`config.mk`:
```
export PLATFORM = sky130hd
export DESIGN_NAME = fifo_to_axi_flat
export DESIGN_NICKNAME = d
export VERILOG_FILES = /design/src/rtl/fifo_to_axi_pkg.sv /design/src/rtl/fifo_to_axi_if.sv /design/src/rtl/fifo_to_axi_out_buf.sv /design/src/rtl/fifo_to_axi.sv /design/src/flat_wrapper.sv
export SDC_FILE = /design/constraint.sdc
export NUM_CORES = 1
export LEC_CHECK = 0
export CELL_PAD_IN_SITES_DETAIL_PLACEMENT = 1
export CELL_PAD_IN_SITES_GLOBAL_PLACEMENT = 1
export CORE_MARGIN = 2
export CORE_UTILIZATION = 49
export CTS_CLUSTER_DIAMETER = 40
export CTS_CLUSTER_SIZE = 20
export DETAILED_ROUTE_END_ITERATION = 6
export DONT_BUFFER_PORTS = 1
export GPL_ROUTABILITY_DRIVEN = 0
export PLACE_DENSITY_LB_ADDON = 0.1
export SLEW_MARGIN = 20
export SYNTH_ARGS = -nofsm -noshare
export SYNTH_HDL_FRONTEND = slang
export SYNTH_SLANG_ARGS = --single-unit
```
`constraint.sdc`:
```
create_clock -name clk -period 5.1 [get_ports clk]
set_input_delay 0.255 -clock clk [delete_from_list [all_inputs] [get_ports clk]]
set_output_delay 0.255 -clock clk [all_outputs]
set_load 0.05 [all_outputs]
```
`src/rtl/fifo_to_axi_pkg.sv`:
```
// Shared definitions for the SRAM FIFO read path: word field offsets,
// TUSER tag placement and packet state encoding.
package nf10_sram_fifo_pkg;

  localparam int TLAST_BIT     = 0;
  localparam int DATA_LSB      = 1;
  localparam int TAG_LSB       = 8 * 8 + 1;
  localparam int TUSER_TAG_LSB = 24;

  typedef enum logic [0:0] {
    ST_SOP = 1'b0,
    ST_MID = 1'b1
  } pkt_state_e;

  // Tag field offset for a non-default data width.
  function automatic int tag_lsb(input int tdata_bytes);
    return 8 * tdata_bytes + 1;
  endfunction

endpackage

```
`src/rtl/fifo_to_axi_if.sv`:
```
// AXI4-Stream bundle carrying reconstructed packets to the output-queue stage.
interface fifo_to_axi_if #(
  parameter int TDATA_WIDTH = 8,
  parameter int TUSER_WIDTH = 128
);
  logic                     tvalid;
  logic                     tready;
  logic [8*TDATA_WIDTH-1:0] tdata;
  logic [TDATA_WIDTH-1:0]   tstrb;
  logic [TDATA_WIDTH-1:0]   tkeep;
  logic                     tlast;
  logic [TUSER_WIDTH-1:0]   tuser;

  modport master (
    output tvalid, tdata, tstrb, tkeep, tlast, tuser,
    input  tready
  );

  modport slave (
    input  tvalid, tdata, tstrb, tkeep, tlast, tuser,
    output tready
  );
endinterface

```
`src/rtl/fifo_to_axi_out_buf.sv`:
```
// Two-entry registered skid FIFO; entry 0 is always the head presented downstream.
module fifo_out_buf #(
  parameter int W = 69
) (
  input  logic         clk,
  input  logic         reset,
  input  logic         push_i,
  input  logic [W-1:0] push_data_i,
  input  logic         pop_i,
  output logic         full_o,
  output logic [1:0]   occupancy_o,
  output logic [W-1:0] head_o
);

  logic [W-1:0] ent0_q, ent0_d;
  logic [W-1:0] ent1_q, ent1_d;
  logic [1:0]   cnt_q, cnt_d;
  logic         pop_s;

  assign pop_s       = pop_i & (cnt_q != 2'd0);
  assign full_o      = (cnt_q == 2'd2);
  assign occupancy_o = cnt_q;
  assign head_o      = ent0_q;

  always_ff @(posedge clk) begin
    if (reset) begin
      ent0_q <= '0;
      ent1_q <= '0;
      cnt_q  <= 2'd0;
    end else begin
      ent0_q <= ent0_d;
      ent1_q <= ent1_d;
      cnt_q  <= cnt_d;
    end
  end

  // Push lands behind whatever survives this cycle's pop, preserving order.
  always_comb begin
    ent0_d = ent0_q;
    ent1_d = ent1_q;
    cnt_d  = cnt_q;
    case ({push_i, pop_s})
      2'b10: begin
        if (cnt_q == 2'd0) ent0_d = push_data_i;
        else               ent1_d = push_data_i;
        cnt_d = cnt_q + 2'd1;
      end
      2'b01: begin
        ent0_d = ent1_q;
        cnt_d  = cnt_q - 2'd1;
      end
      2'b11: begin
        if (cnt_q == 2'd2) begin
          ent0_d = ent1_q;
          ent1_d = push_data_i;
        end else begin
          ent0_d = push_data_i;
        end
      end
      default: begin
        cnt_d = cnt_q;
      end
    endcase
  end

endmodule

```
`src/rtl/fifo_to_axi.sv`:
```
// Drains SRAM FIFO words into an AXI4-Stream master, restoring TLAST and the
// per-packet destination tag, and returns one credit per delivered beat.
module fifo_to_axi
  import nf10_sram_fifo_pkg::*;
#(
  parameter int TDATA_WIDTH = 8,
  parameter int TUSER_WIDTH = 128,
  parameter int TAG_WIDTH   = 4,
  parameter int WORD_WIDTH  = 8 * TDATA_WIDTH + 1 + TAG_WIDTH
) (
  input  logic                  clk,
  input  logic                  reset,
  input  logic                  cal_done,
  input  logic                  fifo_rempty,
  output logic                  fifo_rinc,
  input  logic                  fifo_dout_valid,
  input  logic [WORD_WIDTH-1:0] fifo_dout,
  fifo_to_axi_if.master         m,
  output logic                  output_inc,
  output logic [31:0]           output_fifo_cnt
);

  localparam int DW   = 8 * TDATA_WIDTH;
  localparam int TAGL = tag_lsb(TDATA_WIDTH);

  logic                  inflight_q, inflight_d;
  pkt_state_e            state_q, state_d;
  logic [TAG_WIDTH-1:0]  sop_tag_q, sop_tag_d;
  logic                  output_inc_q;
  logic [31:0]           cnt_q;

  logic                  pop_s, push_s, buf_full_s;
  logic [1:0]            occ_s, occ_after_s;
  logic [TAG_WIDTH-1:0]  push_tag_s, w_tag_s, head_tag_s;
  logic [DW-1:0]         w_data_s;
  logic                  w_last_s;
  logic [WORD_WIDTH-1:0] push_word_s, head_s;

  assign w_last_s = fifo_dout[TLAST_BIT];
  assign w_data_s = fifo_dout[DW:DATA_LSB];
  assign w_tag_s  = fifo_dout[WORD_WIDTH-1:TAGL];

  assign pop_s       = m.tvalid & m.tready;
  assign occ_after_s = occ_s - {1'b0, pop_s};
  // Words without an outstanding read are stray and dropped.
  assign push_s      = fifo_dout_valid & inflight_q & (~buf_full_s | pop_s);
  assign push_word_s = {push_tag_s, w_data_s, w_last_s};

  always_comb begin
    fifo_rinc = 1'b0;
    if (!reset && cal_done && !fifo_rempty &&
        (({1'b0, occ_after_s} + {2'b00, inflight_q}) < 3'd2)) begin
      fifo_rinc = 1'b1;
    end else begin
      fifo_rinc = 1'b0;
    end
  end

  always_comb begin
    inflight_d = inflight_q;
    if (fifo_rinc)            inflight_d = 1'b1;
    else if (fifo_dout_valid) inflight_d = 1'b0;
    else                      inflight_d = inflight_q;
  end

  always_ff @(posedge clk) begin
    if (reset) begin
      state_q   <= ST_SOP;
      sop_tag_q <= '0;
    end else begin
      state_q   <= state_d;
      sop_tag_q <= sop_tag_d;
    end
  end

  always_comb begin
    state_d = state_q;
    case (state_q)
      ST_SOP: if (push_s && !w_last_s) state_d = ST_MID;
              else                     state_d = ST_SOP;
      ST_MID: if (push_s && w_last_s)  state_d = ST_SOP;
              else                     state_d = ST_MID;
      default: state_d = ST_SOP;
    endcase
  end

  // Continuation beats inherit the tag captured on the packet's first word.
  always_comb begin
    push_tag_s = sop_tag_q;
    sop_tag_d  = sop_tag_q;
    if (state_q == ST_SOP) begin
      push_tag_s = w_tag_s;
      if (push_s) sop_tag_d = w_tag_s;
      else        sop_tag_d = sop_tag_q;
    end else begin
      push_tag_s = sop_tag_q;
    end
  end

  always_ff @(posedge clk) begin
    if (reset) begin
      inflight_q   <= 1'b0;
      output_inc_q <= 1'b0;
      cnt_q        <= 32'd0;
    end else begin
      inflight_q   <= inflight_d;
      output_inc_q <= pop_s;
      cnt_q        <= cnt_q + {31'd0, pop_s};
    end
  end

  fifo_out_buf #(
    .W(WORD_WIDTH)
  ) u_buf (
    .clk         (clk),
    .reset       (reset),
    .push_i      (push_s),
    .push_data_i (push_word_s),
    .pop_i       (pop_s),
    .full_o      (buf_full_s),
    .occupancy_o (occ_s),
    .head_o      (head_s)
  );

  assign head_tag_s      = head_s[WORD_WIDTH-1:TAGL];
  assign m.tvalid        = (occ_s != 2'd0);
  assign m.tdata         = head_s[DW:DATA_LSB];
  assign m.tlast         = head_s[TLAST_BIT];
  assign m.tstrb         = {TDATA_WIDTH{1'b1}};
  assign m.tkeep         = {TDATA_WIDTH{1'b1}};
  assign m.tuser         = {{(TUSER_WIDTH - TUSER_TAG_LSB - TAG_WIDTH){1'b0}},
                            head_tag_s, {TUSER_TAG_LSB{1'b0}}};
  assign output_inc      = output_inc_q;
  assign output_fifo_cnt = cnt_q;

endmodule
```
`src/flat_wrapper.sv`:
```
// flat-port wrapper written by rule: the top's interface ports become plain ports
module fifo_to_axi_flat import nf10_sram_fifo_pkg::*;
#(
  parameter int TDATA_WIDTH = 8,
  parameter int TUSER_WIDTH = 128,
  parameter int TAG_WIDTH   = 4,
  parameter int WORD_WIDTH  = 8 * TDATA_WIDTH + 1 + TAG_WIDTH
)
  (clk, reset, cal_done, fifo_rempty, fifo_rinc, fifo_dout_valid, fifo_dout, output_inc, output_fifo_cnt, m_tvalid, m_tdata, m_tstrb, m_tkeep, m_tlast, m_tuser, m_tready);
  fifo_to_axi_if #(.TDATA_WIDTH(TDATA_WIDTH), .TUSER_WIDTH(TUSER_WIDTH)) m_i ();
  input  logic clk;
  input  logic reset;
  input  logic cal_done;
  input  logic fifo_rempty;
  output logic fifo_rinc;
  input  logic fifo_dout_valid;
  input  logic [WORD_WIDTH-1:0] fifo_dout;
  output logic output_inc;
  output logic [31:0] output_fifo_cnt;
  output wire logic [$bits(m_i.tvalid)-1:0] m_tvalid;
  output wire logic [$bits(m_i.tdata)-1:0] m_tdata;
  output wire logic [$bits(m_i.tstrb)-1:0] m_tstrb;
  output wire logic [$bits(m_i.tkeep)-1:0] m_tkeep;
  output wire logic [$bits(m_i.tlast)-1:0] m_tlast;
  output wire logic [$bits(m_i.tuser)-1:0] m_tuser;
  input wire logic [$bits(m_i.tready)-1:0] m_tready;
  assign m_tvalid = m_i.tvalid;
  assign m_tdata = m_i.tdata;
  assign m_tstrb = m_i.tstrb;
  assign m_tkeep = m_i.tkeep;
  assign m_tlast = m_i.tlast;
  assign m_tuser = m_i.tuser;
  assign m_i.tready = m_tready;
  fifo_to_axi #(.TDATA_WIDTH(TDATA_WIDTH), .TUSER_WIDTH(TUSER_WIDTH), .TAG_WIDTH(TAG_WIDTH), .WORD_WIDTH(WORD_WIDTH)) u_core (.clk(clk), .reset(reset), .cal_done(cal_done), .fifo_rempty(fifo_rempty), .fifo_rinc(fifo_rinc), .fifo_dout_valid(fifo_dout_valid), .fifo_dout(fifo_dout), .m(m_i), .output_inc(output_inc), .output_fifo_cnt(output_fifo_cnt));
endmodule
```
==> results of run 1 <==
## cells by family after synthesis
kind of cell / after synthesis / synth area share [%]
mux: 8 / 1.02
other cells: 2 / 0.0905
buf+inv: 218 / 17.3
simple gates: 369 / 19.9
compound gates: 191 / 16.4
flops: 179 / 43.2
xor+xnor: 13 / 1.37
fa+ha+maj: 5 / 0.754
## per-layer routing
metal | GRT usage, % | vias to the layer above
met4 | 9.06 | 0
li1 | - | 3170
met1 | 29.4 | 3367
met5 | 0 | -
met3 | 6.73 | 39
met2 | 47.7 | 261
## layout make-up
cell class                 count  area [um^2]
clock buffer                  23          488
sequential                   179         3580
tap                          220          275
timing repair buffer          73          743
clock inverter                 8          123
multi-input combinational    726         3850
fill                        1998         7510
inverter                       4         15.0
## how the worst max path moves through the flow
stage | depth (start not counted) | from | slack [ns] | end
floorplan | 7 | u_core.output_fifo_cnt[0] | 2.90 | u_core.output_fifo_cnt[20]
global placement | 4 | u_core.u_buf.occupancy_o[0] | 2.07 | u_core.u_buf.head_o[67]
detailed placement | 4 | u_core.u_buf.occupancy_o[0] | 2.02 | u_core.u_buf.head_o[68]
CTS | 4 | u_core.u_buf.occupancy_o[0] | 1.91 | u_core.u_buf.head_o[67]
global route | 7 | u_core.u_buf.occupancy_o[0] | 1.71 | u_core.u_buf.ent1_q[20]
finish | 4 | u_core.u_buf.occupancy_o[0] | 1.93 | u_core.u_buf.head_o[67]
## cells in the mapped netlist
cell type,count,area share (%)
dfxtp_1,179,43
nand2_1,152,6.9
buf_4,148,13
a21oi_1,92,5.5
nor2_1,89,4.0
nor3_1,69,4.2
a221oi_1,59,6.2
clkbuf_1,42,1.9
buf_2,18,1.1
o31ai_1,12,1.1
or4_1,12,1.1
nand4_1,11,0.83
xor2_1,11,1.2
a221oi_2,10,1.8
nand3_1,10,0.60
o21ai_0,7,0.42
or3_1,7,0.53
and4_1,6,0.63
buf_6,5,0.68
ha_1,5,0.75
inv_1,4,0.18
mux2_2,4,0.54
mux2i_1,4,0.48
nor2b_1,4,0.30
and3_1,3,0.23
o211a_1,3,0.36
a211oi_1,2,0.18
conb_1,2,0.090
o21a_1,2,0.18
xnor2_1,2,0.21
and2_1,1,0.075
buf_1,1,0.045
nand2b_1,1,0.075
nand3_2,1,0.12
nand4_4,1,0.26
o211ai_2,1,0.15
o21ai_2,1,0.11
o21ai_4,1,0.20
o21ba_2,1,0.12
or2_1,1,0.075
or2_2,1,0.075
## state kept, by name, indices dropped and copies added, names as in the netlist, named ones only
| name | count |
|---|---|
| u_core.output_fifo_cnt | 32 |
| u_core.sop_tag_q | 4 |
| u_core.u_buf.head_o | 69 |
| u_core.inflight_q | 1 |
| u_core.u_buf.ent1_q | 69 |
| u_core.output_inc | 1 |
| u_core.u_buf.occupancy_o | 2 |
## metrics by stage
step           power [mW]  util (%)  setup slack (ns)  instance area (um^2)  instances
5_1_grt              3.59      54.7              1.71                  9080       1233
4_1_cts              3.49      54.7              1.91                  9080       1233
3_5_place_dp         2.07      46.7              2.02                  7740       1131
2_1_floorplan        2.13         -              2.90                  8820       1123
6_report             3.47      54.7              1.93                  9080       1233
3_3_place_gp         2.06      46.7              2.07                  7740       1131
## power groups by stage
stage / combinational [mW] / clock, mW / sequential [mW]
floorplan: 0.465 / 0 / 1.66
global placement: 0.376 / 0 / 1.68
detailed placement: 0.385 / 0 / 1.69
CTS: 0.458 / 1.38 / 1.65
global route: 0.491 / 1.44 / 1.66
finish: 0.463 / 1.36 / 1.65
## worst max-delay path, delay by kind of cell (launching register included)
family,cells,cell delay [ns]
AND/OR/NAND/NOR,3,1.80
flip-flops,1,0.55
AO/OA/AOI/OAI,1,0.65
==> results.yml, run 1 <==
synth:
  yosysUniqueCellTypes: 41
  synth_seq_cells: 179
  ys.warnings.count: 0
  synth_area_mm2: 0.00830
  syn_inst: 985
  syn_area_per_cell_um2: 8.43
  ys_seq_area_share_pct: 43.2
layout:
  drive_above_1_share_pct: 5.53
  area_growth_pct: 9.33
  fin_nets: 1081
  final_common_cell: "dfxtp_1"
  num_antenna_cells: 0
  layout_common_cells: "179 x dfxtp_1, 152 x nand2_1, 140 x conb_1"
timing:
  finalHoldViolations: 0
  setup_viol_count_final: 0
  final_max_slew_viol_count: 0
  fin_hold_ws_ns: 0.0201
  fin_crit_ns: 3.17
  finalSetupTns_ns: 0
  slew-limit-headroom_pct: 33.0
  fin_skew_ns: 0.00846
  rsz0062_at_grt: "no"
  fmax_ghz: 0.315
  finalCritPeriodShare_pct: 62.2
  worst_slew_pin_slew_ns: 1.01
detailed_routing:
  met1_length_mm: 9.24
  highest_layer: "met4"
  drc: 0
  wl_met2_mm: 12.6
  via_per_inst: 5.55
  dr_wl_met3_mm: 1.68
  wl_per_cell_um: 19.5
  first_pass_iters: 4
  postRouteAntennaNets: 0
  dr_total_vias: 6837
  first_iter_violations: 417
  drt_wl_total_mm: 24.0
worst_setup_path:
  end_kind: "flip-flop"
  critPathLaunchType: "flip-flop"
  critical-path-max-stage-delay_ns: 0.95
  reg2reg_depth: 4
  reg2reg_slack_ns: 1.93
  cp_cell_sequence: "or2_1 > nand3_4 > a221oi_1 > nor3_1"
  regToRegEndpoint: "u_core.u_buf.head_o[67]"
  r2r_start: "u_core.u_buf.occupancy_o[0]"
  worstPathArrival_ns: 3.45
  slowest_stage: "nand3_4"
  worstPathMaxFanout: 69
  required_ns: 5.37
  crit_type: "flip-flop to flip-flop"
die:
  rows: 47
  die-area_mm2: 0.0180
  io_pins: 319
  core_area_mm2: 0.0166
  die_w_um: 134
  dieHeight_um: 134
  start_util_pct: 50.1
pwr:
  vdd_drop_max_mv: 0.214
  p_sw_share_pct: 31.9
  leakagePower_nw: 3.26
  p_switching_mw: 1.11
  clkPwrFrac_pct: 39.1
  p_per_area_mw_per_mm2: 383
  p_int_mw: 2.37
  p_comb_share_pct: 13.3
  seq_power_share_pct: 47.6
clocking:
  ctsResizeCount: 0
  clockBufferDepth: 2
  htree_levels: 4
  clkTransAtPathRegs_ns: 0.06
  cts_tree: "done"
  cts_made_buffers: 17
  cts-hold-fix-buffers: 71
  postCtsSetupRepairBufs: 0
  clk_latency_ns: 0.43
  cts_sinks: 179
  root_buffer: "clkbuf_16"
status:
  status: "completed"
job:
  cap_violations: 0
grt:
  grt_pass1_wl_mm: 37.5
  gr-usage-all-layers_pct: 26.1
  antenna_found_initial: 0
  grt_max_degree: 179
  grt_pass1_vias: 7004
  grt-ovfl-total: 0
place:
  io_buffers: 0
  dp_hpwl_mm: 14.5
worst_hold_path:
  min_from: "m_tready"
  whs_endpoint: "u_core.output_inc"
  min-delay-path-class: "input port to flip-flop"
  hold_path_depth: 2
(Power assumes the default switching activity.)
==> run 2, diff against run 1 <==
CORE_UTILIZATION = 41   (was 49)
clock period = 2.8 ns   (was 5.1 ns; I/O delays follow)
==> run 2 against run 1 <==
- first-iteration DRC count fell by 38%
- sequential cell count unchanged
- non-clock buffer count is 63 higher
- utilization is 5.7 points lower
- final area increased by 8.3%
- worst hold slack better by 0.026 ns
- sequential power rose by 82%
- sequential share of layout area down 3.0 points
- die area increased by 19%
- critical path depth grew 1
- clock skew rose by 0.0026 ns
==> results.yml, run 2 (same netlist as run 1, synthesis figures left out) <==
layout:
  final_common_cell: "dfxtp_1"
  layout_common_cells: "175 x dfxtp_1, 152 x nand2_1, 140 x conb_1"
  area_growth_pct: 18.4
  fin_util_pct: 49.0
  final_area_mm2: 0.00983
  instances_no_fill: 1347
  fin_nets: 1144
  num_antenna_cells: 0
  drive_above_1_share_pct: 8.36
timing:
  finalHoldViolations: 0
  fin_ws_ns: 0.152
  finalCritPeriodShare_pct: 94.6
  slew-limit-headroom_pct: 55.6
  final_max_slew_viol_count: 0
  fin_hold_ws_ns: 0.0466
  fmax_ghz: 0.378
  worst_slew_pin_slew_ns: 0.666
  fin_crit_ns: 2.65
  fin_skew_ns: 0.0111
  rsz0062_at_grt: "no"
  finalSetupTns_ns: 0
  setup_viol_count_final: 0
die:
  start_util_pct: 41.4
  rows: 52
  die_w_um: 146
  die-area_mm2: 0.0214
  core_area_mm2: 0.0200
  dieHeight_um: 146
  io_pins: 319
detailed_routing:
  drt_wl_total_mm: 23.3
  met1_length_mm: 9.94
  postRouteAntennaNets: 0
  highest_layer: "met4"
  dr_wl_met3_mm: 1.72
  drc: 0
  first_iter_violations: 259
  via_per_inst: 5.10
  wl_per_cell_um: 17.3
  dr_total_vias: 6876
  first_pass_iters: 4
  wl_met2_mm: 11.3
place:
  placed_area_mm2: 0.00815
  dpl_worst_slack_ns: 0.294
  place_inst: 1211
  io_buffers: 0
  dp_hpwl_mm: 14.4
grt:
  grt_pass1_vias: 6858
  gr-usage-all-layers_pct: 21.7
  grt_pass1_wl_mm: 37.6
  grt_max_degree: 146
  antenna_found_initial: 0
  grt-ovfl-total: 0
worst_hold_path:
  whs_endpoint: "u_core.u_buf.ent1_q[65]"
  min-delay-path-class: "input port to flip-flop"
  min_from: "fifo_dout[65]"
  hold_path_depth: 3
clocking:
  cts_tree: "done"
  clockBufferDepth: 2
  cts_sinks: 179
  clkTransAtPathRegs_ns: 0.06
  clk_latency_ns: 0.43
  root_buffer: "clkbuf_16"
  cts_made_buffers: 17
  htree_levels: 4
status:
  status: "completed"
pwr:
  leakagePower_nw: 3.68
  vdd_drop_max_mv: 0.366
  total_power_mw: 6.33
  p_per_area_mw_per_mm2: 644
worst_setup_path:
  end_kind: "flip-flop"
  crit_type: "flip-flop to flip-flop"
  worstPathMaxFanout: 6
  required_ns: 3.17
  regToRegEndpoint: "u_core.output_fifo_cnt[31]"
  worstPathArrival_ns: 3.02
  reg2reg_slack_ns: 0.15
  critPathLaunchType: "flip-flop"
  r2r_start: "u_core.output_fifo_cnt[15]"
  reg2reg_depth: 5
job:
  cap_violations: 0
## run 2: cell count changes in the layout (fill, tap and decap cells not counted), moves of 2 or more
cell / change
clkinvlp_4: +2
dfxtp_2: +4
dfxtp_1: -4
o21a_2: +2
clkbuf_8: +2
buf_12: +11
clkinv_2: -3
dlygate4sd3_1: +33
o21a_4: -2
buf_4: +19
## run 2: how the worst max path moves through the flow
| stage | startpoint | end | slack, ns | depth (start not counted) |
|---|---|---|---|---|
| 2_1_floorplan | u_core.output_fifo_cnt[0] | u_core.output_fifo_cnt[20] | 0.60 | 7 |
| 3_5_place_dp | u_core.u_buf.occupancy_o[0] | u_core.u_buf.head_o[7] | 0.29 | 8 |
| 5_1_grt | u_core.u_buf.occupancy_o[0] | u_core.output_fifo_cnt[17] | 0.02 | 7 |
| 3_3_place_gp | u_core.u_buf.occupancy_o[0] | u_core.u_buf.head_o[7] | 0.35 | 8 |
| 4_1_cts | u_core.u_buf.occupancy_o[0] | u_core.output_fifo_cnt[21] | 0.10 | 7 |
| 6_report | u_core.output_fifo_cnt[15] | u_core.output_fifo_cnt[31] | 0.15 | 5 |
## run 2: metal layers
metal / track usage, % / vias up
met5: 0 / -
met4: 6.60 / 0
met3: 6.09 / 26
met2: 37.4 / 238
met1: 26.5 / 3309
li1: - / 3303
## run 2: final cells by class
| cell class | count | area (um^2) |
|---|---|---|
| clock buffers | 26 | 519 |
| clock inverters | 6 | 92.6 |
| fillers | 2427 | 10200 |
| inverters | 4 | 15.0 |
| multi-input cells | 726 | 3840 |
| flip-flops and latches | 179 | 3590 |
| well taps | 270 | 338 |
| repair buffers | 136 | 1440 |
## run 2: power by group
part           switching [mW]  leakage, nW  internal [mW]  total, mW
Sequential              0.366         1.45           2.64       3.00
Combinational           0.672         1.94          0.204      0.877
Clock                   0.984        0.293           1.46       2.45
## run 2: repair_timing
item                                    CTS  global route
hold buffers                            104             0
endpoints found under the hold margin   179             0
buffers inserted                          0             0
endpoints found under the setup margin    0            24
gates resized for setup                   0             4
## run 2: worst max-delay path, stage by stage, from the launching register on
cell,delay [ns]
dfxtp_1,0.73
and3_1,0.37
nand4_1,0.27
or4_1,0.54
a21oi_1,0.14
dlygate4sd3_1,0.55
==> run 3, diff against run 2 <==
CAP_MARGIN = 10   (was not set)
MAX_ROUTING_LAYER = met4   (was not set)
==> run 3 against run 2 <==
- utilization unchanged
- maximum frequency hardly changed
- sequential share of layout area stayed put
- via count increased by 0.51%
- combinational power is essentially flat
- clock skew rose by 0.0016 ns
- global-route usage up 0.75 points
- routed wire length grew 0.20%
- final area is the same
- clock power about the same
- critical endpoint unchanged
- largest cell class unchanged
- highest routed layer unchanged
==> results.yml, run 3 (same netlist as run 1, synthesis figures left out) <==
status:
  status: "completed"
timing:
  fin_skew_ns: 0.0127
  worst_slew_pin_slew_ns: 0.666
  final_max_slew_viol_count: 0
  fmax_ghz: 0.378
  slew-limit-headroom_pct: 55.6
  finalHoldViolations: 0
  fin_crit_ns: 2.65
  rsz0062_at_grt: "no"
  finalCritPeriodShare_pct: 94.6
  setup_viol_count_final: 0
  finalSetupTns_ns: 0
grt:
  gr-usage-all-layers_pct: 22.5
  grt-ovfl-total: 0
  grt_pass1_vias: 6847
  antenna_found_initial: 0
  grt_max_degree: 146
  grt_pass1_wl_mm: 37.7
detailed_routing:
  first_pass_iters: 4
  drt_wl_total_mm: 23.4
  first_iter_violations: 295
  dr_total_vias: 6911
  wl_per_cell_um: 17.4
  drc: 0
  via_per_inst: 5.13
  postRouteAntennaNets: 0
worst_setup_path:
  worstPathArrival_ns: 3.03
  crit_type: "flip-flop to flip-flop"
  worstPathMaxFanout: 6
  required_ns: 3.18
  critical-path-max-stage-delay_ns: 0.73
  worst-path-buf-inv: 1
  critPathLaunchType: "flip-flop"
  cp_top_family: "simple AND/OR/NAND/NOR gates"
  end_kind: "flip-flop"
  cp_cell_sequence: "and3_1 > nand4_1 > or4_1 > a21oi_1 > dlygate4sd3_1"
  slowest_stage: "dfxtp_1"
clocking:
  cts_sinks: 179
  clockBufferDepth: 2
  root_buffer: "clkbuf_16"
  htree_levels: 4
  clkTransAtPathRegs_ns: 0.06
  cts_tree: "done"
  cts_made_buffers: 17
  clk_latency_ns: 0.44
die:
  core_area_mm2: 0.0200
  start_util_pct: 41.4
  rows: 52
  io_pins: 319
  die_w_um: 146
  dieHeight_um: 146
  die-area_mm2: 0.0214
job:
  cap_violations: 0
layout:
  final_common_cell: "dfxtp_1"
  num_antenna_cells: 0
  layout_common_cells: "175 x dfxtp_1, 152 x nand2_1, 140 x conb_1"
  fin_util_pct: 49.0
  drive_above_1_share_pct: 8.36
  area_growth_pct: 18.4
  fin_nets: 1144
pwr:
  seq_power_share_pct: 47.4
  leakagePower_nw: 3.68
  vdd_drop_max_mv: 0.372
  clkPwrFrac_pct: 38.7
  p_int_mw: 4.31
  p_per_area_mw_per_mm2: 645
  p_switching_mw: 2.03
  p_sw_share_pct: 32.0
  p_comb_share_pct: 13.8
place:
  io_buffers: 0
  dp_hpwl_mm: 14.4
worst_hold_path:
  min-delay-path-class: "input port to flip-flop"
==> run 3: worst reg2reg max path: cells and delay by family, from the launching register on <==
| family | cells | cell delay [ns] |
|---|---|---|
| flip-flops | 1 | 0.73 |
| buffers and inverters | 1 | 0.54 |
| AO/OA/AOI/OAI | 1 | 0.14 |
| AND/OR/NAND/NOR | 3 | 1.18 |
==> run 3: metal layers <==
metal | GRT usage (%) | part of all wire [%]
met5 | - | 0
met4 | 6.17 | 1.7
met2 | 37.3 | 48
met3 | 6.31 | 7.0
met1 | 26.9 | 43
==> run 3: through the flow <==
step | hold slack [ns] | worst slack, ns | power (mW) | instance area, um^2 | std cells
floorplan | 0.236 | 0.602 | 3.88 | 8820 | 1123
global placement | 0.229 | 0.354 | 3.79 | 8150 | 1211
detailed placement | 0.230 | 0.294 | 3.79 | 8150 | 1211
CTS | 0.0360 | 0.104 | 6.39 | 9820 | 1347
global route | 0.0509 | 0.0141 | 6.57 | 9830 | 1347
finish | 0.0419 | 0.151 | 6.33 | 9830 | 1347
==> run 3: power by group through the flow <==
stage,sequential (mW),clock (mW),combinational [mW]
finish,3.00,2.45,0.877
global route,3.01,2.62,0.939
CTS,3.01,2.51,0.873
detailed placement,3.06,0,0.731
global placement,3.06,0,0.725
floorplan,3.03,0,0.846
==> run 3: path summary, 6_finish.rpt <==
kind	startpoint	to	slack (ns)	cells past startpoint
min reg2reg	u_core.u_buf.ent1_q[26]	u_core.u_buf.ent1_q[26]	0.46	2
min	fifo_dout[65]	u_core.u_buf.ent1_q[65]	0.04	3
max	u_core.output_fifo_cnt[15]	u_core.output_fifo_cnt[31]	0.15	5
max reg2reg	u_core.output_fifo_cnt[15]	u_core.output_fifo_cnt[31]	0.15	5
==> run 3: layout make-up <==
cell class / count / area [um^2]
Tap cell: 270 / 338
Clock inverter: 6 / 92.6
Timing Repair Buffer: 136 / 1440
Multi-Input combinational cell: 726 / 3840
Inverter: 4 / 15.0
Fill cell: 2427 / 10200
Sequential cell: 179 / 3590
Clock buffer: 26 / 519
==> run 3: what timing repair did <==
item	CTS	global route
hold buffers	104	0
endpoints found under the hold margin	179	0
setup endpoints to repair	0	30
gates resized for setup	0	4
buffers inserted	0	0
